[src/rtl/serial_capture.sv]
// serial_capture: reassembles MSB-first serial bursts from NCH channels into left-aligned frames.
// Optional GRAY2BIN_EN: frame_data is gray-decoded as it is registered.
module serial_capture #(
   parameter int DATA_W = 128,
   parameter int CNT_W  = 16,
   parameter int NCH    = 8
)(
   input  logic                                  clk_out16x,
   input  logic                                  rst,
   input  logic [NCH-1:0]                        data_in_ch,
   input  logic [NCH-1:0]                        data_vld_ch,
   output logic                                  frame_valid,
   output logic [DATA_W-1:0]                     frame_data,
   output logic [CNT_W-1:0]                      frame_len,
   output logic [((NCH > 1) ? $clog2(NCH) : 1)-1:0] frame_ch,
   output logic                                  frame_ovf,
   output logic                                  frame_err,
   output logic                                  busy
);
   localparam int CH_W = (NCH > 1) ? $clog2(NCH) : 1;
   localparam int AW   = $clog2(DATA_W);
   localparam logic [CNT_W-1:0] DW_CNT = CNT_W'(DATA_W);

   typedef enum logic {IDLE, RECV} state_t;
   state_t state, state_nxt;

   logic [DATA_W-1:0] work_q, frame_nxt;
   logic [CNT_W-1:0]  cnt_q;
   logic [CH_W-1:0]   ch_q, vld_idx;
   logic              ovf_q, err_q;
   logic              vld_onehot, vld_k, vld_other;
   logic              start, take, done;
   logic [AW-1:0]     pos;

   always_comb begin
      vld_idx = '0;
      for (int i = 0; i < NCH; i++)
         if (data_vld_ch[i]) vld_idx = CH_W'(i);
   end

   assign vld_onehot = (data_vld_ch != '0) &&
                       ((data_vld_ch & (data_vld_ch - NCH'(1))) == '0);
   assign vld_k      = data_vld_ch[ch_q];
   assign vld_other  = |(data_vld_ch & ~(NCH'(1) << ch_q));
   // Only meaningful while cnt_q < DATA_W; beyond that bits are counted, not stored.
   assign pos        = AW'(DATA_W - 1) - cnt_q[AW-1:0];
   assign busy       = (state == RECV);

   always_ff @(posedge clk_out16x) begin
      if (rst) state <= IDLE;
      else     state <= state_nxt;
   end

   always_comb begin
      state_nxt = state;
      start     = 1'b0;
      take      = 1'b0;
      done      = 1'b0;
      case (state)
         IDLE: if (vld_onehot) begin
            start     = 1'b1;
            state_nxt = RECV;
         end
         RECV: if (vld_k) take = 1'b1;
               else begin
                  done      = 1'b1;
                  state_nxt = IDLE;
               end
         default: state_nxt = IDLE;
      endcase
   end

`ifdef GRAY2BIN_EN
   always_comb begin
      logic acc;
      acc       = 1'b0;
      frame_nxt = '0;
      for (int i = DATA_W - 1; i >= 0; i--) begin
         acc          = acc ^ work_q[i];
         frame_nxt[i] = acc;
      end
   end
`else
   assign frame_nxt = work_q;
`endif

   always_ff @(posedge clk_out16x) begin
      if (rst) begin
         work_q      <= '0;
         cnt_q       <= '0;
         ch_q        <= '0;
         ovf_q       <= 1'b0;
         err_q       <= 1'b0;
         frame_valid <= 1'b0;
         frame_data  <= '0;
         frame_len   <= '0;
         frame_ch    <= '0;
         frame_ovf   <= 1'b0;
         frame_err   <= 1'b0;
      end else begin
         frame_valid <= done;
         if (start) begin
            work_q <= {data_in_ch[vld_idx], {(DATA_W-1){1'b0}}};
            cnt_q  <= CNT_W'(1);
            ch_q   <= vld_idx;
            ovf_q  <= 1'b0;
            err_q  <= 1'b0;
         end
         if (take) begin
            if (cnt_q < DW_CNT) work_q[pos] <= data_in_ch[ch_q];
            else                ovf_q       <= 1'b1;
            if (cnt_q != '1)    cnt_q       <= cnt_q + CNT_W'(1);
            err_q <= err_q | vld_other;
         end
         if (done) begin
            frame_data <= frame_nxt;
            frame_len  <= cnt_q;
            frame_ch   <= ch_q;
            frame_ovf  <= ovf_q;
            frame_err  <= err_q | vld_other;
         end
      end
   end
endmodule

[config.mk]
export PLATFORM = sky130hd
export DESIGN_NAME = serial_capture
export DESIGN_NICKNAME = d
export VERILOG_FILES = /design/src/rtl/serial_capture.sv
export SDC_FILE = /design/constraint.sdc
export NUM_CORES = 1
export LEC_CHECK = 0
export CORE_MARGIN = 2
export CORE_UTILIZATION = 45
export DETAILED_ROUTE_END_ITERATION = 6
export GPL_TIMING_DRIVEN = 0
export PLACE_DENSITY = 0.68
export SETUP_SLACK_MARGIN = 0.05
export SLEW_MARGIN = 20
export SYNTH_ARGS = -nofsm -noshare
export SYNTH_HDL_FRONTEND = slang
export SYNTH_SLANG_ARGS = --single-unit
[constraint.sdc]
create_clock -name clk_out16x -period 5.8 [get_ports clk_out16x]
set_input_delay 0.87 -clock clk_out16x [delete_from_list [all_inputs] [get_ports clk_out16x]]
set_output_delay 0.87 -clock clk_out16x [all_outputs]
set_load 0.05 [all_outputs]
==> run_results.csv <==
group,metric,value,unit
status,status,"finished clean",
setup_path,worst_ep_required_time,6.20,ns
place,gp_congestion,0.902,
finish,multi_input_area,5140,um2
clocking,clock-root-buffer,"clkbuf_16",
global_route,grt_pass1_wl,57000,um
setup_path,worstSetupPathType,"in -> reg",
clocking,cts-buffers-inserted,30,
clocking,postCtsHoldBufs,0,
finish,nets,1578,
global_route,grt_start_max_net_pins,15,
timing,period_share,0.528,
yosys,synth_adder_area_share,0.00106,
die,fp.coreArea,25900,um2
yosys,synth_edf_count,0,
timing,finalSetupViolCount,0,
clocking,ctsResizeCount,0,
yosys,synth_top_area_frac,0.508,
timing,max_freq,0.326,GHz
finish,register_area,6010,um2
clocking,post_cts_buffers,0,
finish,drive_above_1_share,0.0740,
die,die_area,27600,um2
power_and_ir_drop,ir_drop,0.222,mV
yosys,synth_cell_type_count,58,
timing,finClkSkew,0.0113,ns
timing,hold_viol,0,
yosys,synth_mux_area_frac,0.0154,
clocking,cts_tree,"done",
die,row_count,59,
clocking,clock-sinks,300,
finish,nFillCells,2359,
die,die_width,166,um
yosys,synth.cell_area,11800,um2
detailed_routing,routed_wirelength,36600,um
die,initial_core_util,0.457,
power_and_ir_drop,power.leakage,4.77,nW
detailed_routing,post-route-drc-count,0,
finish,final_util,0.575,
yosys,netlist_top_cells_area,"dfxtp_1 (51%), nand2_1 (10%), o31ai_1 (8.3%)",
yosys,synthArstFlopShare,0,
place,io_buffers,164,
clocking,clk_path_buf_depth,3,
yosys,synth_xor_area_frac,0.00296,
yosys,synthCells,1363,
yosys,synth_most_common_cell,"nand2_1",
setup_path,r2r_setup_slack,3.10,ns
timing,fin_tns_setup,0,ns
clocking,clock_latency,0.56,ns
timing,slew_headroom,0.314,
yosys,synth-compound-area-share,0.256,
detailed_routing,ant_nets,0,
detailed_routing,routedWlPerCell,19.1,um
timing,worst_pin_slew,1.03,ns
die,die_y,166,um
yosys,synth-simple-area-share,0.160,
power_and_ir_drop,powerDensity,281,nW/um2
setup_path,crit_path_cell_trace,"clkdlybuf4s50_1 > mux2_2 > o22ai_2 > nor3_2 > nand4b_1 > clkbuf_1 > o211ai_1 > o31ai_1",
detailed_routing,viasPerCell,5.71,
clocking,clk_pin_slew,0.06,ns
finish,syn_to_final_growth,26.0,%
global_route,grt_pass1_vias,10500,
yosys,ys_warn_count,0,
clocking,ctsHtreeMaxLevel,1,
global_route,grt.overflow.total,0,
yosys,syn_nets,1382,
setup_path,critPathMaxFanout,10,
yosys,synth_seq_area_share,0.508,
setup_path,end_kind,"flop",
detailed_routing,num_vias,10900,
yosys,ys.flop_type,"dfxtp_1",
yosys,synth_top_family_by_area,"compound AO/OA/AOI/OAI gates",
flow_run,max-cap-violations,0,
finish,num_antenna_cells,0,
setup_path,start_kind,"primary input",
timing,rsz0062_at_grt,"false",
hold_path,hold_class,"reg -> reg",
setup_path,cp_data_arrival_time,3.47,ns
yosys,yosysTopAreaCell,"dfxtp_1",
setup_path,slowest_delay,0.66,ns
detailed_routing,drtIter0Drc,1011,
place,dpl.hpwl,25300,um
global_route,antenna_found_initial,0,
yosys,synth.avg_cell_area,8.68,um2
global_route,grt_usage,0.255,
timing,slew_viol_final,0,
detailed_routing,drtPass1Iterations,5,
yosys,ys_seq_elements,300,
timing,min_period,3.06,ns
yosys,ys_top_cells_by_count,"nand2_1 (330), dfxtp_1 (300), a21oi_1 (159), o31ai_1 (131), o211ai_1 (120)",
die,pin_count,169,
setup_path,cp_slowest_cell,"clkdlybuf4s50_1",
==> cell type report <==
type                       instances  share of cell area
clock buffer                      48              0.0624
multi-input combinational        915               0.345
inverter                           5             0.00126
buffer                           143              0.0444
tap                              335              0.0281
clock inverter                     7             0.00588
timing repair buffer             164               0.110
sequential                       300               0.403
==> registers in the layout, summed over array words and instances (netlist names) <==
name / count
err_q: 1
cnt_q: 16
frame_ch: 3
frame_ovf: 1
frame_nxt: 128
frame_len: 16
ch_q: 3
frame_data: 128
frame_valid: 1
ovf_q: 1
busy: 1
frame_err: 1
==> worst paths after layout <==
kind	start	endpoint	cells past startpoint
worst min-delay path	frame_data[35]	frame_data[35]	2
worst max-delay path	data_vld_ch[6]	frame_nxt[58]	8
worst max register to register	ch_q[1]	frame_nxt[116]	9
worst min register to register	frame_data[35]	frame_data[35]	2
==> critical path, delay by kind of cell <==
family                 cells  cell delay [ns]
and+or+nand+nor            2             0.60
muxes                      1             0.25
AOI/OAI and AO/OA          3             0.57
buffers and inverters      2             1.18
==> cells by family after synthesis <==
logic type	Yosys count
xor+xnor	4
fa+ha+maj	1
flops	300
buf+inv	148
mux	15
simple gates	440
compound gates	455
==> metrics by stage <==
stage / cell area (um2) / instances / total power, W / hold slack (ns) / worst slack, ns
final: 14900 / 1917 / 0.00419 / 0.453 / 2.74
after floorplan: 11800 / 1363 / 0.00221 / 0.432 / 3.26
after CTS: 14900 / 1917 / 0.00420 / 0.455 / 2.81
after global placement: 13900 / 1862 / 0.00226 / 0.444 / 2.30
after detailed placement: 13900 / 1862 / 0.00226 / 0.446 / 2.25
after global routing: 14900 / 1917 / 0.00431 / 0.469 / 2.56
==> where the power goes <==
part | internal [W] | switching (W)
sequential | 0.00206 | 0.00000175
combinational | 0.0000423 | 0.000110
clock | 0.00118 | 0.000795
total | 0.00328 | 0.000907
==> layer usage <==
metal | routed length (um) | vias to the layer above | track usage
li1 | - | 5276 | -
met1 | 16100 | 5180 | 0.338
met2 | 17100 | 405 | 0.427
met3 | 2450 | 76 | 0.0415
met4 | 1020 | 0 | 0.0802
met5 | 0 | - | 0
==> cell usage in the layout (no fill, tap or decap), types with 9 or more instances in the layout <==
master           netlist  layout
nand3_1               21      21
clkdlybuf4s50_1        0     164
buf_2                 31      31
buf_4                  9       9
clkbuf_1              93     101
clkbuf_16              0      31
o21ai_1                9       9
a21oi_1              159     159
nor2_1                24      24
o21ai_0                9       9
nand2_1              330     330
dfxtp_1              300     300
clkbuf_8               0       9
o211ai_1             120     120
nor4_1                11      11
nor2b_1               13      13
o31ai_1              131     131
Power figures use the tool's default switching activity.
==> edit 1 (same settings) <==
Make the reset (`rst`) asynchronous in 2 clocked blocks.
--- a/src/rtl/serial_capture.sv
+++ b/src/rtl/serial_capture.sv
@@ -48,3 +48,3 @@
 
-   always_ff @(posedge clk_out16x) begin
+   always_ff @(posedge clk_out16x or posedge rst) begin
       if (rst) state <= IDLE;
@@ -86,3 +86,3 @@
 
-   always_ff @(posedge clk_out16x) begin
+   always_ff @(posedge clk_out16x or posedge rst) begin
       if (rst) begin
Check against the original RTL: differs if rst is asserted again (counterexample within 4 cycles, from zero or initial values and one cycle with rst high); with rst held inactive, the same outputs for 4 cycles.
==> edit 1 against the unedited design <==
- register-to-register slack worse by 0.38 ns
- final area up 8.3%
- count of clock-buffer cells in the layout down 2
- sequential cell count unchanged
- worst setup slack worse by 0.20 ns
- area after synthesis up 8.2%
- global-route usage down 0.87 points
- routed wire length up 1.7%
- hold slack better by 0.020 ns
- critical endpoint is now frame_data[4]$_DFFE_PP0P_
- highest routed layer unchanged
Power is not compared: it rests on default switching activity, and its combinational part moved more than twofold at a synthesized area within 25%.
==> edit 1: results (changes against the unedited design) <==
[layout]
drive_gt1_share_pct = 8.577  ; was 7.396%
stdcell_count = 1882  ; was 1,917
nNetsFinal = 1501  ; was 1,578
diodes = 0  ; unchanged

[grt]
antenna_found_initial = 0  ; unchanged
grt_pass1_vias = 10390  ; was 10,520
track_usage_pct = 24.62  ; was 25.49%
grt_start_max_net_pins = 34  ; was 15
grt_first_pass_wirelength_mm = 58.88  ; was 57.00 mm

[worst_hold_path]
hold-path-endpoint = frame_data[70]$_DFFE_PP0P_  ; was frame_data[35]$_SDFFE_PP0P_
worstHoldStart = frame_data[70]$_DFFE_PP0P_  ; was frame_data[35]$_SDFFE_PP0P_
hold_class = flip-flop to flip-flop  ; unchanged

[drt]
routed_via_density = 5.617  ; was 5.705
dr.pass1.iters = 5  ; unchanged
finalWirelength_mm = 37.25  ; was 36.62 mm
drtIter0Drc = 863  ; was 1,011

[place]
post-place-ws_ns = 2.037  ; was 2.245 ns
dpl_cell_area_mm2 = 0.01514  ; was 0.01389 mm^2
placed_cells = 1827  ; was 1,862
place_congestion = 0.8846  ; was 0.9022
io_buffers = 164  ; unchanged
hpwl_mm = 25.37  ; was 25.28 mm

[worst_setup_path]
reg2reg_to = frame_data[4]$_DFFE_PP0P_  ; was frame_nxt[116]$_SDFF_PP0_
reg2reg_from = ch_q[1]$_DFFE_PP0P_  ; was ch_q[1]$_SDFFE_PP0P_
crit_slowest_cell = clkbuf_1  ; was clkdlybuf4s50_1
crit_path_start = data_vld_ch[2]  ; was data_vld_ch[6]
critPathTopFamily = buffers and inverters  ; unchanged
cp.arrival_ns = 3.75  ; was 3.47 ns
cpPeakStageDelay_ns = 0.66  ; about the same
rr_worst_depth = 10  ; was 9
rrSetupSlack_ns = 2.72  ; was 3.10 ns

[power]
powerSeq_uw = 2210
vdd_drop_max_mv = 0.2510

[synthesis]
async_flop_share_pct = 100.0  ; was 0%
ys_top_cells_by_count = 422 x nand2_1, 300 x dfrtp_1, 129 x o211ai_1, 129 x o31ai_1, 62 x clkbuf_1  ; was 330 x nand2_1, 300 x dfxtp_1, 159 x a21oi_1
synth.area.top_cells = dfrtp_1 59%, nand2_1 12%, o211ai_1 7.6%  ; was dfxtp_1 51%, nand2_1 10%, o31ai_1 8.3%
yosysUniqueCellTypes = 48  ; was 58
yosys_warnings = 0  ; unchanged
syn_inst = 1275  ; was 1,363
seq_area_frac_synth_pct = 58.64  ; was 50.77%
synthFlopType = dfrtp_1  ; was dfxtp_1

[sta]
period_share_pct = 56.26  ; was 52.83%
skew_ns = 0.01863  ; was 0.01133 ns
tightest_slew_ns = 0.9352  ; was 1.029 ns

[outcome]
status = finished clean  ; unchanged

[cts]
numCtsBuffers = 31  ; was 30
cts_setup_buffers = 0  ; unchanged
h-tree-depth = 1  ; unchanged
cts_resized = 0  ; unchanged

edit 1: through the flow:
stage	hold slack, ns	total power (uW)
final	0.4731	4894
after global routing	0.4871	5051
after CTS	0.4764	4903
after detailed placement	0.4545	2942
after global placement	0.4518	2918
after floorplan	0.4386	2700
edit 1: kinds of logic after synthesis:
group | share of synthesized area, %
AOI/OAI and AO/OA | 17.30
xor gates and xnor gates | 0.1369
adders and majority gates | 0.1759
buffers and inverters | 4.359
DFF | 58.64
muxes | 2.903
and+or+nand+nor | 16.49
edit 1: layer usage:
layer  GRT usage [%]  up-vias  part of all wire (%)
met1           35.94     5177                    45
met3           3.848       57                   7.7
li1                -     4887                     -
met5               0        -                     0
met2           39.02      450                    46
met4           5.614        0                   2.0
edit 1: cell type report:
cell class	instances	area (um^2)
buffer	113	524.3
clock buffer	46	902.1
clock inverter	9	102.6
fill	2432	11790
inverter	9	37.54
multi-input combinational	853	4737
sequential	300	7507
tap	378	473.0
timing repair buffer	174	1857
==> edit 2 (same flow settings) <==
Made on the original files. Set the parameter `DATA_W` to 64 (it was 128).
--- a/src/rtl/serial_capture.sv
+++ b/src/rtl/serial_capture.sv
@@ -3,3 +3,3 @@
 module serial_capture #(
-   parameter int DATA_W = 128,
+   parameter int DATA_W = 64,
    parameter int CNT_W  = 16,
Interface: changed (resized frame_data); port bits go from 169 to 105. The function was not compared with the original's and may differ.
==> edit 2 against the unedited design <==
- via count is 40% lower
- area after synthesis is 39% lower
- final area is 39% lower
- worst setup slack worse by 0.39 ns
- routed wire length is 48% lower
- combinational power is 32% lower
- total power is 41% lower
- sequential cell count is 128 lower
- sequential power is 43% lower
- critical path type unchanged
- critical endpoint is now frame_nxt[53]$_SDFF_PP0_
- largest power group is now clock
==> edit 2: results (changes against the unedited design) <==
[power]
power_frac_clock_pct = 48.0  ; was 47.1%
power_leakage_uw = 0.002972  ; was 0.004768 uW
power_uw = 2475  ; was 4189 uW
vdd_drop_max_mv = 0.2267  ; was 0.2225 mV
combPwrFrac_pct = 4.2  ; was 3.6%
power.internal_uw = 1918  ; was 3282 uW

[drt]
vias = 6557  ; was 10,940
drtIter0Drc = 515  ; was 1,011
finalWirelength_mm = 19.19  ; was 36.62 mm

[synthesis]
synthMuxAreaShare_pct = 4.032  ; was 1.544%
synthXorXnorAreaFrac_pct = 0.1217  ; was 0.2962%
ys_top_cells_by_count = 196 x nand2_1, 172 x dfxtp_1, 89 x a21oi_1  ; was 330 x nand2_1, 300 x dfxtp_1, 159 x a21oi_1
synthAdderAreaFrac_pct = 0.1738  ; was 0.1058%
synth_compound_area_share_pct = 22.98  ; was 25.56%
synth.area.top_cells = dfxtp_1 48%, nand2_1 10%, a21oi_1 6.2%  ; was dfxtp_1 51%, nand2_1 10%, o31ai_1 8.3%
seq_area_frac_synth_pct = 47.83  ; was 50.77%
yosysUniqueCellTypes = 65  ; was 58
syn-num-nets = 857  ; was 1,382

[cts]
clock_latency_ns = 0.44  ; was 0.56 ns
cts_resized = 0  ; unchanged
clockBufferDepth = 2  ; was 3
numCtsBuffers = 17  ; was 30
h-tree-depth = 4  ; was 1

[grt]
grt_pass1_vias = 5988  ; was 10,520
grt_first_pass_wirelength_mm = 31.11  ; was 57.00 mm
track_usage_pct = 23.34  ; was 25.49%
grt_start_max_net_pins = 17  ; was 15

[layout]
drive_gt1_share_pct = 8.884  ; was 7.396%
nNetsFinal = 975  ; was 1,578
n_fill_cell = 1489  ; was 2,359

[place]
post-place-ws_ns = 1.955  ; was 2.245 ns
hpwl_mm = 13.34  ; was 25.28 mm
io_buffers = 99  ; was 164

[worst_setup_path]
cp.arrival_ns = 3.81  ; was 3.47 ns

[sta]
skew_ns = 0.008469  ; was 0.01133 ns
tightest_slew_ns = 0.9011  ; was 1.029 ns

[outcome]
status = finished clean  ; unchanged

==> edit 2: per-layer routing <==
| metal | global-route usage, % | vias up | part of all wire [%] |
|---|---|---|---|
| met3 | 4.235 | 23 | 4.8 |
| li1 | - | 3231 | - |
| met4 | 7.509 | 0 | 1.5 |
| met5 | 0 | - | 0 |
| met2 | 36.18 | 193 | 45 |
| met1 | 33.12 | 3110 | 49 |
==> edit 2: cell type report <==
type	count	area, um^2	share of cell area (%)
Clock buffer	19	452.9	4.991
Tap cell	216	270.3	2.978
Inverter	8	30.03	0.3309
Sequential cell	172	3443	37.94
Multi-Input combinational cell	576	3367	37.10
Clock inverter	12	161.4	1.779
Buffer	82	359.1	3.957
Timing Repair Buffer	99	991.0	10.92
==> edit 2: stage by stage <==
stage,util [%],std cells,cell area [um^2]
detailed placement,53.65,1153,8461
floorplan,-,838,7199
global route,57.55,1184,9075
finish,57.55,1184,9075
CTS,57.55,1184,9075
global placement,53.65,1153,8461
==> edit 2: worst paths after layout <==
kind / start / end / slack, ns / depth (start not counted)
setup / recovery: data_vld_ch[1] / frame_nxt[53]$_SDFF_PP0_ / 2.34 / 8
hold / removal: frame_data[14]$_SDFFE_PP0P_ / frame_data[14]$_SDFFE_PP0P_ / 0.45 / 2
setup reg to reg: cnt_q[6]$_SDFF_PP0_ / frame_nxt[50]$_SDFF_PP0_ / 2.83 / 8
hold reg to reg: frame_data[14]$_SDFFE_PP0P_ / frame_data[14]$_SDFFE_PP0P_ / 0.45 / 2
==> edit 2: critical path: stages <==
cell and delay (ns):
clkdlybuf4s50_1 0.54, nor4_1 0.70, o2111ai_1 0.32, o31ai_2 0.58, buf_2 0.36, buf_4 0.24, o211ai_1 0.10, o31ai_1 0.09
